<file path="config.mk">
export PLATFORM = sky130hd
export DESIGN_NAME = uart_key_msg_sched
export DESIGN_NICKNAME = d
export VERILOG_FILES = /design/src/rtl/uart_key_msg_sched_pkg.sv /design/src/rtl/uart_key_msg_sched_rr_arb4.sv /design/src/rtl/uart_key_msg_sched.sv
export SDC_FILE = /design/constraint.sdc
export NUM_CORES = 1
export LEC_CHECK = 0
export BUFFER_PORTS_ARGS = -buffer_cell sky130_fd_sc_hd__buf_2
export CORE_MARGIN = 2
export CORE_UTILIZATION = 40
export DETAILED_ROUTE_END_ITERATION = 7
export PLACE_DENSITY = 0.57
export SLEW_MARGIN = 40
export SYNTH_ARGS = -nofsm -noshare
export SYNTH_HDL_FRONTEND = slang
export SYNTH_SLANG_ARGS = --single-unit
</file>
<file path="constraint.sdc">
create_clock -name clk -period 2.4 [get_ports clk]
set_input_delay 0.12 -clock clk [delete_from_list [all_inputs] [get_ports clk]]
set_output_delay 0.12 -clock clk [all_outputs]
set_load 0.005 [all_outputs]
</file>
<file path="src/rtl/uart_key_msg_sched_pkg.sv">
// rtl/uart_key_msg_sched_pkg.sv - frame constants, FSM states and byte builder for the key message scheduler
package uart_key_msg_sched_pkg;

    localparam logic [7:0] HDR_DEFAULT = 8'hAA;
    localparam logic [1:0] LAST_IDX    = 2'd2;

    typedef enum logic [2:0] {
        ST_IDLE,
        ST_LOAD,
        ST_START,
        ST_WAIT_HI,
        ST_WAIT_LO,
        ST_GAP
    } state_t;

    // Frame is HDR, key id (1..4), then HDR xor id as the check byte.
    function automatic logic [7:0] frame_byte(input logic [7:0] hdr,
                                              input logic [1:0] idx,
                                              input logic [1:0] g);
        logic [7:0] id;
        id = {6'b0, g} + 8'd1;
        case (idx)
            2'd0:    frame_byte = hdr;
            2'd1:    frame_byte = id;
            default: frame_byte = hdr ^ id;
        endcase
    endfunction

endpackage

</file>
<file path="src/rtl/uart_key_msg_sched_rr_arb4.sv">
// rtl/uart_key_msg_sched_rr_arb4.sv - combinational 4-way round-robin pick starting at ptr
module rr_arb4 (
    input  logic [3:0] req,
    input  logic [1:0] ptr,
    output logic       gnt_vld,
    output logic [1:0] gnt_idx
);

    logic [1:0] cand;

    // Scan offsets high to low so the lowest offset from ptr wins last.
    always_comb begin
        gnt_vld = 1'b0;
        gnt_idx = ptr;
        cand    = ptr;
        for (int i = 3; i >= 0; i--) begin
            cand = ptr + 2'(i);
            if (req[cand]) begin
                gnt_vld = 1'b1;
                gnt_idx = cand;
            end
        end
    end

endmodule

</file>
<file path="src/rtl/uart_key_msg_sched.sv">
// rtl/uart_key_msg_sched.sv - shares one byte UART transmitter among 4 keys, sending HDR/ID/CHK frames
module uart_key_msg_sched
    import uart_key_msg_sched_pkg::*;
#(
    parameter int          N_KEY   = 4,
    parameter logic [7:0]  HDR     = HDR_DEFAULT,
    parameter logic [15:0] GAP_CYC = 16'd500,
    parameter logic [15:0] ACK_TO  = 16'd1000
) (
    input  logic             clk,
    input  logic             rst_n,
    input  logic [N_KEY-1:0] in_key_en,
    input  logic             tx_busy,
    output logic             tx_start,
    output logic [7:0]       tx_data,
    output logic             over_rx,
    output logic             frame_err,
    output logic [N_KEY-1:0] pend,
    output logic [1:0]       grant_id
);

    state_t           state, state_n;
    logic [N_KEY-1:0] key_q;
    logic [N_KEY-1:0] rise;
    logic [N_KEY-1:0] clr_mask;
    logic [1:0]       rr_ptr;
    logic [1:0]       idx;
    logic [15:0]      cnt;
    logic             gnt_vld;
    logic [1:0]       gnt_idx;

    logic do_grant, do_load, do_start, next_byte;
    logic clr_cnt, inc_cnt, fin_ok, fin_err;

    rr_arb4 u_arb (
        .req     (pend),
        .ptr     (rr_ptr),
        .gnt_vld (gnt_vld),
        .gnt_idx (gnt_idx)
    );

    assign rise     = in_key_en & ~key_q;
    assign clr_mask = do_grant ? (N_KEY'(1) << gnt_idx) : '0;

    always_ff @(posedge clk or negedge rst_n) begin
        if (!rst_n) state <= ST_IDLE;
        else        state <= state_n;
    end

    always_comb begin
        state_n   = state;
        do_grant  = 1'b0;
        do_load   = 1'b0;
        do_start  = 1'b0;
        next_byte = 1'b0;
        clr_cnt   = 1'b0;
        inc_cnt   = 1'b0;
        fin_ok    = 1'b0;
        fin_err   = 1'b0;
        case (state)
            ST_IDLE: begin
                if (gnt_vld) begin
                    do_grant = 1'b1;
                    state_n  = ST_LOAD;
                end
            end
            ST_LOAD: begin
                do_load = 1'b1;
                state_n = ST_START;
            end
            ST_START: begin
                if (!tx_busy) begin
                    do_start = 1'b1;
                    clr_cnt  = 1'b1;
                    state_n  = ST_WAIT_HI;
                end
            end
            ST_WAIT_HI: begin
                if (tx_busy) begin
                    state_n = ST_WAIT_LO;
                end else if (cnt >= ACK_TO - 16'd1) begin
                    fin_err = 1'b1;
                    clr_cnt = 1'b1;
                    state_n = ST_GAP;
                end else begin
                    inc_cnt = 1'b1;
                end
            end
            ST_WAIT_LO: begin
                if (!tx_busy) begin
                    if (idx != LAST_IDX) begin
                        next_byte = 1'b1;
                        state_n   = ST_LOAD;
                    end else begin
                        fin_ok  = 1'b1;
                        clr_cnt = 1'b1;
                        state_n = ST_GAP;
                    end
                end
            end
            ST_GAP: begin
                if (cnt >= GAP_CYC - 16'd1) state_n = ST_IDLE;
                else                        inc_cnt = 1'b1;
            end
            default: state_n = ST_IDLE;
        endcase
    end

    // A new edge on the granted key in the grant cycle survives the clear.
    always_ff @(posedge clk or negedge rst_n) begin
        if (!rst_n) begin
            key_q     <= '0;
            pend      <= '0;
            rr_ptr    <= 2'd0;
            grant_id  <= 2'd0;
            idx       <= 2'd0;
            tx_data   <= 8'd0;
            tx_start  <= 1'b0;
            over_rx   <= 1'b0;
            frame_err <= 1'b0;
            cnt       <= 16'd0;
        end else begin
            key_q     <= in_key_en;
            pend      <= (pend & ~clr_mask) | rise;
            tx_start  <= do_start;
            over_rx   <= fin_ok;
            frame_err <= fin_err;
            if (do_grant) begin
                grant_id <= gnt_idx;
                rr_ptr   <= gnt_idx + 2'd1;
                idx      <= 2'd0;
            end
            if (next_byte) idx <= idx + 2'd1;
            if (do_load) tx_data <= frame_byte(HDR, idx, grant_id);
            if (clr_cnt)                          cnt <= 16'd0;
            else if (inc_cnt && cnt != 16'hFFFF)  cnt <= cnt + 16'd1;
        end
    end

endmodule

</file>
# Word level (Yosys, flattened, before mapping)
# Index checks and enable logic that the tools add are counted.
# totals
reg_bits	44
inputBits	7
output_inout_bits	17
elab_cells	99
# classes
addsub	7
order_cmp	6
eq_ne	13
shift	1
mux	49
bitwise	6
n_reduce_logical	6
# ops
cell	count
$mux 16	2
$mux 1	25
$mux 3	7
$pmux 3 s6	1
$add 16x1->16 const B	1
$ge 16x10->1 const B	1
$ge 16x9->1 const B	1
$ne 16x16->1 const B	1
$pmux 8 s2	1
$lt 2x3->1 const B	4
$mux 2	6
$ne 2x2->1 const B	5
$and 4x4->4	2
$bmux 1 s2	4
$not 4->4	2
$add 2x1->2 const B	3
$eq 3x2->1 const B	2
$eq 3x3->1 const B	2
$reduce_and 5->1	1
$add 2x2->2 const B	2
$mux 4	1
$not 1->4	1
$or 4x4->4	1
$reduce_bool 2->1	2
10 further kinds	10

# Longest topological paths before layout
# Gate-level depths: netlist of run 1.
# depth
word_depth	13
depth_mapped	9
depth_no_buf	9

# Cells and area by module
# Synthesis of run 1 repeated with hierarchy kept, for this count alone.
# hier_totals
hier_cells	215
hier_area_um2	2132.0
# by_module_without_submodules
mod	n_inst	cells_each	area_each_um2	seq_area_each_um2
uart_key_msg_sched	1	199	2031.9	1001.0
rr_arb4	1	16	100.1	0.0

# Worst setup path before layout of run 1
# OpenSTA, ideal clock, no wires.
# synth_timing
kind	register -> register
startpoint	register cnt[0]
endpoint	register cnt[7]
setup_ns	0.077
arrival_time_ns	1.957
required_ns	2.323
setup_slack_ns	0.366
stages_incl_launch_ff	7
path_buffers	0
period_less_slack_ns	2.034
path_cell_list	dfrtp_1 > ha_1 > a211o_1 > a31oi_1 > o2111ai_1 > or3_1 > a21oi_1
# synth_via
elab_chain_len	6
word_cells_on_any_way	15
cone_classes	1 x add/sub; 2 x order compare; 1 x eq/ne; 9 x mux; 2 x reduce/logical
# synth_rtl
element	line	rtl
from (decl)	uart_key_msg_sched.sv:28	logic [15:0] cnt;
from (signal assigned)	uart_key_msg_sched.sv:136	else if (inc_cnt && cnt != 16'hFFFF) cnt <= cnt + 16'd1;
$ge 16x10->1	uart_key_msg_sched.sv:81	end else if (cnt >= ACK_TO - 16'd1) begin
$mux 1	uart_key_msg_sched.sv:81	
$mux 1	uart_key_msg_sched.sv:79	if (tx_busy) begin
$pmux 1 s2	uart_key_msg_sched.sv:60	case (state)
$logic_and 1x1->1	uart_key_msg_sched.sv:136	
$reduce_bool 2->1 (no source line)	n/a	
# Several ways; a longest one is shown, not always the timed one. The select of a mux whose other input is x is not followed.
# A chain may end at the register's enable or synchronous reset.

# Worst setup path after layout of run 1
# Same ends and word-level chain as after synthesis.

==> results.cfg, run 1 <==
[run_status]
status = completed

[pwr]
p_sw_frac = 0.363
power_frac_clock = 0.193
seqPwrFrac = 0.433
leakagePower_nw = 1.12
power.switching_mw = 0.853
ir_worst_vdd_mv = 0.300
p_int_mw = 1.50
comb_power_share = 0.374
finalPower_mw = 2.35
power.density_nw_per_um2 = 1040

[drt]
antenna_left = 0
wl_um = 3380
dr_total_vias = 1399
wl_per_cell_um = 11.7
first_pass_iters = 5
via_per_inst = 4.86
drc = 0
drtIter0Drc = 43

[floorplanning]
die_x_um = 73.9
io_pins = 24
die_area_um2 = 5470
num_rows = 25
die_y_um = 73.9
coreArea_um2 = 4720
initial_utilization = 0.414

[setup_path]
crit_start = cnt[0]$_DFFE_PN0P_
critPathTopFamily = compound AO/OA/AOI/OAI gates
cp.required_ns = 2.62
crit_chain = ha_1 -> a211o_1 -> a31oi_1 -> o2111ai_1 -> or3_1 -> a21oi_1
cp_slowest_cell = a31oi_1
crit_path_max_incr_delay_ns = 0.45
crit_buf_inv = 0
r2r_setup_slack_ns = 0.12
start_kind = flop
worstSetupPathType = flop to flop
cp-end-kind = flop
rr_startpoint = cnt[0]$_DFFE_PN0P_
critical_path.max_fanout = 5
critPathArrivalTime_ns = 2.49

[synth]
synthSimpleGateAreaFrac = 0.180
postSynth.topFlopCell = dfrtp_1
synth-edff-count = 0
synth-seq-area-share = 0.512
synth_compound_area_frac = 0.136
ys_ff_latch = 40
synth_mux_area_frac = 0.0224
synth_xor_area_frac = 0.0313
avgSynthCellArea_um2 = 10.4
yosysWarnings = 0
netlist_area_um2 = 1960
async_flop_share = 1.00
synthDistinctLibCells = 46
synth_top_family_by_area = simple AND/OR/NAND/NOR gates
synthAdderAreaFrac = 0.0639
syn_inst = 189

[placement]
post-place-ws_ns = 0.187
place_congestion = 0.786
port_buffers = 21
placed_cell_area_um2 = 2130
dpl.hpwl_um = 2390
dp_cells = 275

[timing]
hold_slack_ns = 0.0854
hold_violations = 0
rsz0062_at_grt = false
slew_headroom = 0.665
period_minus_slack_ns = 2.28
setup_tns_ns = 0
max_slew.worst_pin.slew_ns = 0.500
fin_skew_ns = 0.00775
finalMaxSlewViolations = 0
min_period_over_period = 0.949
setup_viol = 0
setup_slack_ns = 0.122
max_freq_mhz = 439

[cts]
cts.sinks = 40
cts_resized = 0
clk_pin_slew_ns = 0.08
max-clock-path-buffers = 2
ctsHoldBuffers = 5
insertion_delay_ns = 0.30
cts-root-buf = clkbuf_8
cts_setup_buffers = 0
tritoncts = done
htreeDepth = 2
cts_made_buffers = 5

[grt]
antenna_found_initial = 0
grt_pass1_vias = 1361
grt_first_pass_wirelength_um = 5930
track_usage = 0.142
grt_max_degree = 41
grt-ovfl-total = 0

[final_layout]
synthToLayoutAreaGrowth_pct = 15.9
fin_area_um2 = 2270
nets = 237
fin_util = 0.480
diodes = 0
final_common_cell = dfrtp_1
drive_gt1_frac = 0.176
fin_cells = 288
layout_common_cells = dfrtp_1, buf_2, nand2_1, nor2_1, inv_1

[worst_hold_path]
hold_class = primary input to flop
min_from = tx_busy

[job]
maxCapViolations = 0
-- power groups by stage --
| stage | Combinational (mW) | Sequential, mW | Clock, mW |
|---|---|---|---|
| finish | 0.880 | 1.02 | 0.453 |
| global route | 1.03 | 1.05 | 0.503 |
| CTS | 0.899 | 1.02 | 0.473 |
| detailed placement | 0.889 | 1.03 | 0 |
| global placement | 0.883 | 1.03 | 0 |
| floorplan | 0.668 | 0.982 | 0 |
-- layer usage --
layer	up-vias	GRT usage	wire (um)
met5	-	0	0
met4	0	0.0788	87
met3	8	0.0298	107
met2	20	0.234	1600
met1	666	0.172	1590
li1	705	-	-
-- layout make-up --
type,count,area [um2]
multi-input cells,129,857
well taps,67,83.8
repair buffers,29,180
flip-flops and latches,40,1000
fillers,460,2450
inverters,15,56.3
clock buffers,8,90.1
-- synth_stat cells, types with 2 or more instances --
cell / n / share of area
a21oi_1: 7 / 0.018
o21a_1: 2 / 0.0077
nor3_1: 3 / 0.0077
buf_4: 4 / 0.015
o21ai_0: 3 / 0.0077
a21boi_1: 2 / 0.0077
o21ai_1: 8 / 0.020
and3_1: 3 / 0.0096
o22ai_1: 4 / 0.013
o31ai_1: 2 / 0.0077
nor2_1: 16 / 0.031
and2_1: 7 / 0.022
a31oi_1: 2 / 0.0064
ha_1: 10 / 0.064
nand4bb_1: 2 / 0.012
o211ai_1: 3 / 0.012
inv_1: 14 / 0.027
nand3_1: 2 / 0.0051
nand2_1: 18 / 0.035
xor2_1: 5 / 0.022
nor3_2: 2 / 0.010
xnor2_1: 2 / 0.0090
or3_1: 5 / 0.016
mux2_2: 2 / 0.012
dfrtp_1: 40 / 0.51
-- worst paths after layout --
check | end | cells past startpoint
setup / recovery | cnt[7]$_DFFE_PN0P_ | 6
hold / removal | tx_start$_DFF_PN0_ | 2
setup reg to reg | cnt[7]$_DFFE_PN0P_ | 6
hold reg to reg | pend[2]$_DFF_PN0_ | 1
max in group asynchronous | state[1]$_DFFE_PN0P_ | 2
min in group asynchronous | key_q[1]$_DFF_PN0_ | 2
-- kinds of logic (layout without fill, tap and decap cells) --
logic type | Yosys count | count (layout)
DFF | 40 | 40
adders and majority gates | 10 | 10
muxes | 4 | 4
AOI/OAI and AO/OA | 41 | 41
and+or+nand+nor | 65 | 65
other | 1 | 2
xor gates and xnor gates | 7 | 7
buffers and inverters | 21 | 52
-- registers in the layout, summed over array words and instances, names as in the netlist --
name / cells
tx_start: 1
rr_ptr: 2
tx_data: 4
state: 3
frame_err: 1
cnt: 16
grant_id: 2
pend: 4
over_rx: 1
idx: 2
key_q: 4
(Power assumes the default switching activity.)
==> run 2: changes to the inputs <==
- CAP_MARGIN: unset -> 20
- CELL_PAD_IN_SITES_DETAIL_PLACEMENT: unset -> 0
- CELL_PAD_IN_SITES_GLOBAL_PLACEMENT: unset -> 2
- CORE_UTILIZATION: 40 -> 37
- PLACE_DENSITY: 0.57 -> 0.78
==> results.cfg, run 2 (synthesized netlist as in run 1, its figures left out) <==
[setup_path]
r2r_setup_slack_ns = 0.10
cp-end-kind = flop
worstSetupPathType = flop to flop
r2r_end = cnt[7]$_DFFE_PN0P_
critPathArrivalTime_ns = 2.52
reg2reg_depth = 6
cp.required_ns = 2.62
rr_startpoint = cnt[0]$_DFFE_PN0P_
critical_path.max_fanout = 5
start_kind = flop
crit_start = cnt[0]$_DFFE_PN0P_

[grt]
grt_max_degree = 41
grt_pass1_vias = 1473
grt_first_pass_wirelength_um = 6690
track_usage = 0.144
antenna_found_initial = 0
grt-ovfl-total = 0

[pwr]
seqPwrFrac = 0.403
power.switching_mw = 0.898
comb_power_share = 0.359
p_sw_frac = 0.355
leakagePower_nw = 1.13
p_int_mw = 1.63
ir_worst_vdd_mv = 0.313
power.density_nw_per_um2 = 1100
power_frac_clock = 0.238

[worst_hold_path]
hold_class = primary input to flop
min_from = tx_busy
min_delay_path_depth = 2
min_to = tx_start$_DFF_PN0_

[cts]
ctsHoldBuffers = 5
insertion_delay_ns = 0.30
tritoncts = done
htreeDepth = 2
cts-root-buf = clkbuf_8
cts_made_buffers = 5
cts_resized = 0
max-clock-path-buffers = 2
clk_pin_slew_ns = 0.08
cts.sinks = 40
cts_setup_buffers = 0

[drt]
drtIter0Drc = 82
dr_total_vias = 1460
wl_met3_um = 170
wl_met2_um = 1960
via_per_inst = 5.02
antenna_left = 0
drc = 0
wl_per_cell_um = 13.1
top_layer_used = met4
wl_um = 3810
first_pass_iters = 4
wl_met1_um = 1640

[timing]
hold_violations = 0
min_period_over_period = 0.957
rsz0062_at_grt = false
slew_headroom = 0.660
max_freq_mhz = 435
fin_skew_ns = 0.0118
max_slew.worst_pin.slew_ns = 0.509
setup_viol = 0
period_minus_slack_ns = 2.30
setup_tns_ns = 0
finalMaxSlewViolations = 0

[placement]
placed_cell_area_um2 = 2130
place_congestion = 0.806
dpl.hpwl_um = 2730
port_buffers = 21
dp_cells = 278

[floorplanning]
die_y_um = 76.7
initial_utilization = 0.383
coreArea_um2 = 5110
num_rows = 26
die_x_um = 76.7
io_pins = 24
die_area_um2 = 5890

[final_layout]
fin_area_um2 = 2310
final_common_cell = dfrtp_1
synthToLayoutAreaGrowth_pct = 18.0
largest_register_ffs = 16
regMostFlops = cnt
nets = 237
fillerInstances = 494
fin_util = 0.452
layout_common_cells = dfrtp_1, buf_2, nand2_1, nor2_1, inv_1
drive_gt1_frac = 0.186
diodes = 0
fin_cells = 291

[job]
maxCapViolations = 0

[run_status]
status = completed
[run 2: cell count changes in the layout (fill, tap and decap cells not counted), sizes merged]
cell / previous run / this run
bufinv: 0 / 1
clkbuf: 8 / 7
[run 2: per-stage QoR]
stage / hold WS [ns] / total power, mW / setup WS, ns
2_1_floorplan: -0.176 / 1.65 / 0.366
3_3_place_gp: 0.242 / 1.91 / 0.237
3_5_place_dp: 0.127 / 1.95 / 0.129
4_1_cts: 0.0688 / 2.57 / 0.143
5_1_grt: 0.0696 / 2.75 / 0.0342
6_report: 0.0766 / 2.53 / 0.103
[run 2: worst max-delay path by stage]
stage	end	slack, ns
after CTS	cnt[7]$_DFFE_PN0P_	0.14
final	cnt[7]$_DFFE_PN0P_	0.10
after global routing	cnt[7]$_DFFE_PN0P_	0.03
after global placement	cnt[7]$_DFFE_PN0P_	0.24
after detailed placement	cnt[7]$_DFFE_PN0P_	0.13
after floorplan	cnt[7]$_DFFE_PN0P_	0.37
[run 2: final cells by class]
| cell class | instances | area (um2) | share of cell area |
|---|---|---|---|
| clock buffers | 7 | 96.3 | 0.0417 |
| clock inverters | 1 | 30.0 | 0.0130 |
| inverters | 15 | 56.3 | 0.0244 |
| multi-input cells | 129 | 857 | 0.371 |
| flip-flops and latches | 40 | 1000 | 0.434 |
| well taps | 70 | 87.6 | 0.0379 |
| repair buffers | 29 | 180 | 0.0780 |
[run 2: routing by layer]
metal | vias to the layer above | global-route usage
li1 | 707 | -
met1 | 715 | 0.165
met2 | 33 | 0.249
met3 | 5 | 0.0435
met4 | 0 | 0.0582
met5 | - | 0
[run 2: critical path, cell delays in order, from the launching register on]
cell and delay, ns:
dfrtp_1 0.41, ha_1 0.24, a211o_1 0.32, a31oi_1 0.45, o2111ai_1 0.29, or3_1 0.36, a21oi_1 0.15
[run 2: power by group through the flow]
stage                     combinational [mW]  clock [mW]  sequential, mW
after floorplan                        0.668           0           0.982
after global placement                 0.890           0            1.02
after detailed placement               0.918           0            1.03
after CTS                              0.931       0.622            1.02
after global routing                    1.05       0.656            1.04
final                                  0.909       0.602            1.02
